File: config.mk
export PLATFORM = sky130hd
export DESIGN_NAME = tt_um_bmsce_sar_search
export DESIGN_NICKNAME = d
export VERILOG_FILES = /design/src/rtl/tt_um_bmsce_sar_search.sv
export SDC_FILE = /design/constraint.sdc
export NUM_CORES = 1
export LEC_CHECK = 0
export ABC_AREA = 1
export CORE_MARGIN = 2
export CORE_UTILIZATION = 35
export CTS_BUF_LIST = sky130_fd_sc_hd__clkbuf_4 sky130_fd_sc_hd__clkbuf_8
export DETAILED_ROUTE_END_ITERATION = 12
export PLACE_DENSITY = 0.69
export SLEW_MARGIN = 30
export SYNTH_ARGS = -nofsm -noshare
export SYNTH_HDL_FRONTEND = slang
export SYNTH_SLANG_ARGS = --single-unit
File: constraint.sdc
create_clock -name clk -period 3.8 [get_ports clk]
set_input_delay 0.57 -clock clk [delete_from_list [all_inputs] [get_ports clk]]
set_output_delay 0.57 -clock clk [all_outputs]
set_load 0.005 [all_outputs]
File: src/rtl/tt_um_bmsce_sar_search.sv
// rtl/tt_um_bmsce_sar_search.sv - binary-search initiator driving the magnitude-comparator tile
// Define BMSCE_SAR_TRACE_EN to expose the FSM state code on uio_out[7:6] and drive all uio pins.
module tt_um_bmsce_sar_search #(
   parameter int WIDTH  = 4,
   parameter int SETTLE = 2
) (
   input  logic       clk,
   input  logic       rst_n,
   input  logic       ena,
   input  logic [7:0] ui_in,
   output logic [7:0] uo_out,
   input  logic [7:0] uio_in,
   output logic [7:0] uio_out,
   output logic [7:0] uio_oe
);

   typedef enum logic [2:0] {
      S_IDLE,
      S_DRIVE,
      S_SETTLE,
      S_SAMPLE,
      S_DONE
   } state_t;

   localparam logic [3:0] MAX_CMP     = 4'(WIDTH + 1);
   localparam logic [3:0] SETTLE_INIT = 4'(SETTLE);

   state_t           state;
   logic [WIDTH-1:0] lo;
   logic [WIDTH-1:0] hi;
   logic [WIDTH-1:0] guess;
   logic [3:0]       count;
   logic [3:0]       settle_cnt;
   logic             found;
   logic             error;
   logic             busy;
   logic             done;

   logic             start_s1;
   logic             start_s2;
   logic             start_d;
   logic             start_rise;
   logic [WIDTH:0]   mid_sum;
   logic [2:0]       flags;
   logic [3:0]       count_nxt;
   logic [5:0]       guess_pad;
   logic [1:0]       trace_code;
   logic             unused_inputs;

   assign start_rise    = start_s2 & ~start_d;
   assign mid_sum       = {1'b0, lo} + {1'b0, hi};
   assign flags         = ui_in[2:0];
   assign count_nxt     = count + 4'd1;
   assign unused_inputs = &{1'b0, ena, uio_in, ui_in[6:3]};

   always_ff @(posedge clk or negedge rst_n) begin
      if (!rst_n) begin
         start_s1 <= 1'b0;
         start_s2 <= 1'b0;
         start_d  <= 1'b0;
      end else begin
         start_s1 <= ui_in[7];
         start_s2 <= start_s1;
         start_d  <= start_s2;
      end
   end

   always_ff @(posedge clk or negedge rst_n) begin
      if (!rst_n) begin
         state      <= S_IDLE;
         lo         <= '0;
         hi         <= '0;
         guess      <= '0;
         count      <= 4'd0;
         settle_cnt <= 4'd0;
         found      <= 1'b0;
         error      <= 1'b0;
         busy       <= 1'b0;
         done       <= 1'b0;
      end else begin
         case (state)
            S_IDLE, S_DONE: begin
               if (start_rise) begin
                  lo    <= '0;
                  hi    <= '1;
                  count <= 4'd0;
                  found <= 1'b0;
                  error <= 1'b0;
                  busy  <= 1'b1;
                  done  <= 1'b0;
                  state <= S_DRIVE;
               end
            end
            S_DRIVE: begin
               guess      <= mid_sum[WIDTH:1];
               settle_cnt <= SETTLE_INIT;
               state      <= S_SETTLE;
            end
            S_SETTLE: begin
               settle_cnt <= settle_cnt - 4'd1;
               if (settle_cnt <= 4'd1) state <= S_SAMPLE;
            end
            S_SAMPLE: begin
               count <= count_nxt;
               // Bound checks stop the search before lo/hi could wrap.
               if (!$onehot(flags)) begin
                  error <= 1'b1;
                  found <= 1'b0;
                  busy  <= 1'b0;
                  done  <= 1'b1;
                  state <= S_DONE;
               end else if (flags[1]) begin
                  found <= 1'b1;
                  busy  <= 1'b0;
                  done  <= 1'b1;
                  state <= S_DONE;
               end else if (flags[0]) begin
                  if (guess == lo || count_nxt >= MAX_CMP) begin
                     busy  <= 1'b0;
                     done  <= 1'b1;
                     state <= S_DONE;
                  end else begin
                     hi    <= guess - 1'b1;
                     state <= S_DRIVE;
                  end
               end else begin
                  if (guess == hi || count_nxt >= MAX_CMP) begin
                     busy  <= 1'b0;
                     done  <= 1'b1;
                     state <= S_DONE;
                  end else begin
                     lo    <= guess + 1'b1;
                     state <= S_DRIVE;
                  end
               end
            end
            default: state <= S_IDLE;
         endcase
      end
   end

   always_comb begin
      guess_pad             = 6'd0;
      guess_pad[WIDTH-1:0]  = guess;
   end

`ifdef BMSCE_SAR_TRACE_EN
   always_comb begin
      trace_code = 2'd0;
      case (state)
         S_DRIVE, S_SETTLE: trace_code = 2'd1;
         S_SAMPLE:          trace_code = 2'd2;
         S_DONE:            trace_code = 2'd3;
         default:           trace_code = 2'd0;
      endcase
   end
   assign uio_oe = 8'hFF;
`else
   assign trace_code = 2'd0;
   assign uio_oe     = 8'h3F;
`endif

   assign uo_out  = {busy, done, guess_pad};
   assign uio_out = {trace_code, error, found, count};

endmodule

==> flow_summary.ini, run 1 <==
[cts]
clk_pin_slew_ps = 60
post_cts_resized = 0
cts_buffers = 5
cts_buffer_depth = 2
post_cts_buffers = 0
cts_tree = done
postCtsHoldBufs = 0
clock_latency_ps = 270
cts_sinks = 30
ctsHtreeMaxLevel = 2
cts-root-buf = clkbuf_8

[cells_and_area]
antenna_cells = 0
final_common_cell = nand2_1
area_growth_pct = 12.48
final_cell_area_mm2 = 0.002210
final_net_count = 281
layout_common_cells = 52 x nand2_1, 30 x dfrtp_1, 23 x inv_1, 17 x nand2_2, 17 x clkdlybuf4s50_1
drive_gt1_share_pct = 19.52
filler_cell_count = 576
fin_util_pct = 40.37

[route]
antenna_left = 0
wl_per_cell_um = 10.63
drt_iter0_drc = 127
wl_met3_um = 138
drc = 0
firstDrtPassIters = 4
wirelength_mm = 3.433
via_count = 1405
vias_per_cell = 4.350
wl_met1_mm = 1.635
highest_layer = met4
wl_met2_mm = 1.639

[setup_path]
cp_slowest_stage_delay_ps = 500
cp_top_family = simple AND/OR/NAND/NOR gates
worstPathRequired_ps = 3960
reg2reg_to = state[2]
crit_top_cell = nand2_8
crit_type = in2reg
r2r_start = count[0]
ff2ff_path_depth = 10
critical_path_depth = 9
critPathSlowestCell = clkdlybuf4s50_1
r2r_slack_ps = 2240
critical_path_buf_inv_count = 2
worst-endpoint-arrival_ps = 2350
endpoint = lo[3]
worstPathMaxFanout = 8
crit_path_end_kind = register
crit_start = ui_in[0]
cp-start-kind = input port
cp_cell_sequence = clkdlybuf4s50_1, inv_1, fa_1, nor2_1, nand3_4, nand2_8, nand2_8, nand2_2, o21ai_2

[outcome]
status = finished clean

[pwr]
power.density_mw_per_mm2 = 765.1
p_leak_nw = 1.060
peakVddDrop_mv = 0.3251
power_mw = 1.691

[placed_design]
gp_congestion = 0.8383
portBuffers = 17
hpwl_mm = 2.526
placed_cell_area_mm2 = 0.002126

[sta]
period_needed_ps = 2184
timing.final.crit_share_pct = 57.48
finalMaxSlewViolations = 0
finalClockSkew_ps = 2.185
setup_tns_ps = 0
fmax_mhz = 457.8
rsz0062_at_grt = false
hold_violations = 0
finalSetupViolations = 0

[floorplanning]
die_y_um = 78.92
die_x_um = 78.92
start_util_pct = 35.89
core_area_mm2 = 0.005473
fp-row-count = 27
die_area_mm2 = 0.006228
io_pins = 43

[synthesis]
yosysSeqAreaShare_pct = 38.22
synth_area_mm2 = 0.001964
synth_top_area_share_pct = 38.22
synth_area_leaders = dfrtp_1 38%, nand2_1 9.9%, buf_4 6.5%, ha_1 5.7%, nand2_2 5.4%
syn_inst = 235
synth_cell_type_count = 30
syn-mean-instance-area_um2 = 8.359
yosys_warnings = 0
yosys.area.top_type = dfrtp_1
synth_seq_cells = 30

[global_route]
overflow = 0
antenna_found_initial = 0
grt_util_all_layers_pct = 12.87
grt_pass1_wl_mm = 6.244
grt_pass1_vias = 1358
grt_max_degree = 31

[flow_run]
drv_cap = 0

[hold_path]
hold_class = reg2reg
-- cells in the mapped netlist --
cell type   n
clkinv_1    1
buf_4      17
o21ai_2     7
inv_2       6
inv_1      23
nand2_2    17
a21oi_1     8
buf_2       1
nor2_4      1
buf_6       1
xnor2_1     1
a21oi_2     1
nand2_1    52
nand3_4     2
a22oi_1     1
ha_1        9
fa_1        2
nor3_1      1
nand2_8     3
dfrtp_1    30
o21ai_1     6
nand4_1     1
nor3_2      1
o21ai_0    11
nor2_1     15
nand3_2     2
nand3_1     9
clkinv_4    1
conb_1      2
xor2_1      3
-- layer usage --
layer | track usage [%] | vias to the layer above
li1 | - | 740
met1 | 16.03 | 639
met2 | 21.54 | 24
met3 | 3.750 | 2
met4 | 4.138 | 0
met5 | 0 | -
-- cell families after synthesis --
family	after synthesis	synth area share [%]
simple gates	104	28.03
buf+inv	50	13.50
compound gates	34	10.32
flops	30	38.22
fa+ha+maj	11	7.771
xor+xnor	4	1.784
other cells	2	0.3823
-- state kept, by name, summed over array words and instances, names as in the netlist, 3 cells and up --
register and flops:
lo 4, settle_cnt 4, state 3, count 4, guess 4, hi 4
-- final cells by class --
class	instances	area, um2	share of cell area (%)
clock buffer	7	83.83	3.794
inverter	31	121.4	5.493
multi-input combinational	165	985.9	44.62
sequential	30	750.7	33.98
tap	72	90.09	4.077
timing repair buffer	18	177.7	8.041
-- metrics by stage --
step | cells | hold WS, ps | worst slack (ps)
after global placement | 316 | 338.5 | 1343
final | 323 | 357.0 | 1616
after global routing | 323 | 370.5 | 1480
after floorplan | 245 | 274.4 | 1938
after CTS | 323 | 360.4 | 1608
after detailed placement | 316 | 335.7 | 1308
-- how the worst min path moves through the flow --
stage	start	endpoint	slack, ps	depth (start not counted)
2_1_floorplan	rst_n	busy	270	0
3_3_place_gp	start_s1	start_s2	340	0
3_5_place_dp	start_s1	start_s2	340	0
4_1_cts	start_s1	start_s2	360	0
5_1_grt	start_s1	start_s2	370	0
6_report	start_s1	start_s2	360	0
-- worst reg2reg max path: stages, from the launching register on --
cell and delay, ps:
dfrtp_1 420, inv_1 100, ha_1 200, nand3_1 70
nand2_1 90, nor2_4 140, nand3_2 80, nand2_1 90
nand2_2 70, nand2_1 100, o21ai_1 70
-- where the power goes --
part | internal, mW | switching (mW)
Combinational | 0.370 | 0.459
Clock | 0.140 | 0.110
Sequential | 0.448 | 0.163
Power figures use the tool's default switching activity.
==> run 2, diff against run 1 <==
- PLACE_DENSITY: 0.69 -> 0.71
- clock period: 3.8 -> 2 ns (I/O delays scaled with it)
==> run 2 against run 1 <==
Final area increased by 1.4%. Setup slack got worse by 1500 ps. Register-to-register slack got worse by 1800 ps. Via count increased by 2.6%. Critical path depth unchanged. Sequential cell count unchanged. Core utilization increased by 0.57 points. Worst hold slack improved by 0.87 ps. Count of clock-buffer cells in the layout decreased by 1. Highest routed layer unchanged.
==> flow_summary.ini, run 2 (synthesis results as in run 1) <==
[cts]
ctsHtreeMaxLevel = 2
clock_latency_ps = 280
post_cts_buffers = 0
cts-root-buf = clkbuf_8
cts_sinks = 30
cts_buffers = 5
postCtsHoldBufs = 0
cts_buffer_depth = 2
cts_tree = done
clk_pin_slew_ps = 60

[cells_and_area]
final_net_count = 285
drive_gt1_share_pct = 20.87
fin_util_pct = 40.95
antenna_cells = 0
area_growth_pct = 14.08
final_common_cell = nand2_1
instances_no_fill = 326
layout_common_cells = 52 x nand2_1, 30 x dfrtp_1, 23 x inv_1, 17 x nand2_2, 17 x clkdlybuf4s50_1

[route]
wirelength_mm = 3.359
firstDrtPassIters = 4
drt_iter0_drc = 47
via_count = 1442
antenna_left = 0
wl_per_cell_um = 10.30
vias_per_cell = 4.423
drc = 0

[sta]
finalSetupViolations = 0
finalClockSkew_ps = 6.917
timing.final.crit_share_pct = 92.73
rsz0062_at_grt = false
holdWs_ps = 357.8
finalMaxSlewViolations = 0
hold_violations = 0
period_needed_ps = 1855
fmax_mhz = 539.2

[placed_design]
hpwl_mm = 2.571
gp_congestion = 0.7767
place_inst = 320
portBuffers = 17

[global_route]
busiest_layer = met2
grt_pass1_vias = 1348
antenna_found_initial = 0
grt_util_all_layers_pct = 12.42
overflow = 0
grt_pass1_wl_mm = 6.065
grtUsageMet1_pct = 15.55
globalRouteMet3Util_pct = 3.182
grt_max_degree = 31
grtUsageMet2_pct = 20.17

[floorplanning]
start_util_pct = 35.89
core_area_mm2 = 0.005473
fp-row-count = 27
io_pins = 43
die_y_um = 78.92
die_x_um = 78.92
die_area_mm2 = 0.006228

[pwr]
sw_frac_of_total_pct = 43.02
p_comb_share_pct = 49.3
power.density_mw_per_mm2 = 1435
power_frac_clock_pct = 14.8
power.net_switching_mw = 1.384
intPower_mw = 1.833
peakVddDrop_mv = 0.7227
p_leak_nw = 1.077
power_frac_seq_pct = 35.9
power_mw = 3.217

[setup_path]
cp_top_family = simple AND/OR/NAND/NOR gates
crit_path_end_kind = register
worstPathMaxFanout = 8
critical_path_buf_inv_count = 2
cp-start-kind = input port
worstPathRequired_ps = 2160
crit_type = in2reg
crit_start = ui_in[0]
worst-endpoint-arrival_ps = 2020
r2r_start = count[0]
cp_cell_sequence = clkdlybuf4s50_1, inv_1, fa_1, nor2_2, nand3_4, nand2_8, nand2_8, nand2_2, o21ai_2
critPathSlowestCell = fa_1
crit_top_cell = nand2_8
r2r_slack_ps = 490
cp_slowest_stage_delay_ps = 500

[hold_path]
hold_class = reg2reg
hold_path_startpoint = start_s1

[flow_run]
drv_cap = 0

[outcome]
status = finished clean
==> run 2: power groups by stage <==
stage / sequential, mW / combinational, mW / clock (mW)
3_3_place_gp: 1.17 / 1.56 / 0
3_5_place_dp: 1.17 / 1.61 / 0
5_1_grt: 1.20 / 1.82 / 0.519
6_report: 1.16 / 1.59 / 0.475
2_1_floorplan: 1.09 / 1.27 / 0
4_1_cts: 1.16 / 1.61 / 0.493
==> run 2: stage by stage <==
| step | area, um2 | setup TNS (ps) | worst slack, ps |
|---|---|---|---|
| finish | 2241 | 0 | 145.4 |
| global route | 2241 | 0 | 54.96 |
| CTS | 2238 | 0 | 81.99 |
| detailed placement | 2156 | -2480 | -217.0 |
| global placement | 2156 | -1652 | -154.4 |
| floorplan | 2002 | 0 | 408.4 |
==> run 2: worst paths after layout <==
| kind | cells after the start | endpoint |
|---|---|---|
| min in group asynchronous | 2 | busy |
| min reg2reg | 0 | start_s2 |
| max reg2reg | 10 | state[2] |
| max | 9 | lo[3] |
| max in group asynchronous | 2 | lo[0] |
| min | 0 | start_s2 |
==> run 2: layer usage <==
metal | share of wire, % | up-vias
met5 | 0 | -
met4 | 1.5 | 0
met3 | 3.7 | 4
met2 | 48 | 29
met1 | 46 | 660
li1 | - | 749
==> run 2: repair_timing <==
item,4_1_cts,5_1_grt
resized for setup,0,1
endpoints found under the setup margin,0,3
hold endpoints to repair,0,0
==> run 2: final cells by class <==
cell class | instances | area [um2]
clock buffer | 6 | 82.58
inverter | 31 | 121.4
multi-input combinational | 165 | 988.4
timing repair buffer | 22 | 207.7
fill | 542 | 3232
sequential | 30 | 750.7
tap | 72 | 90.09
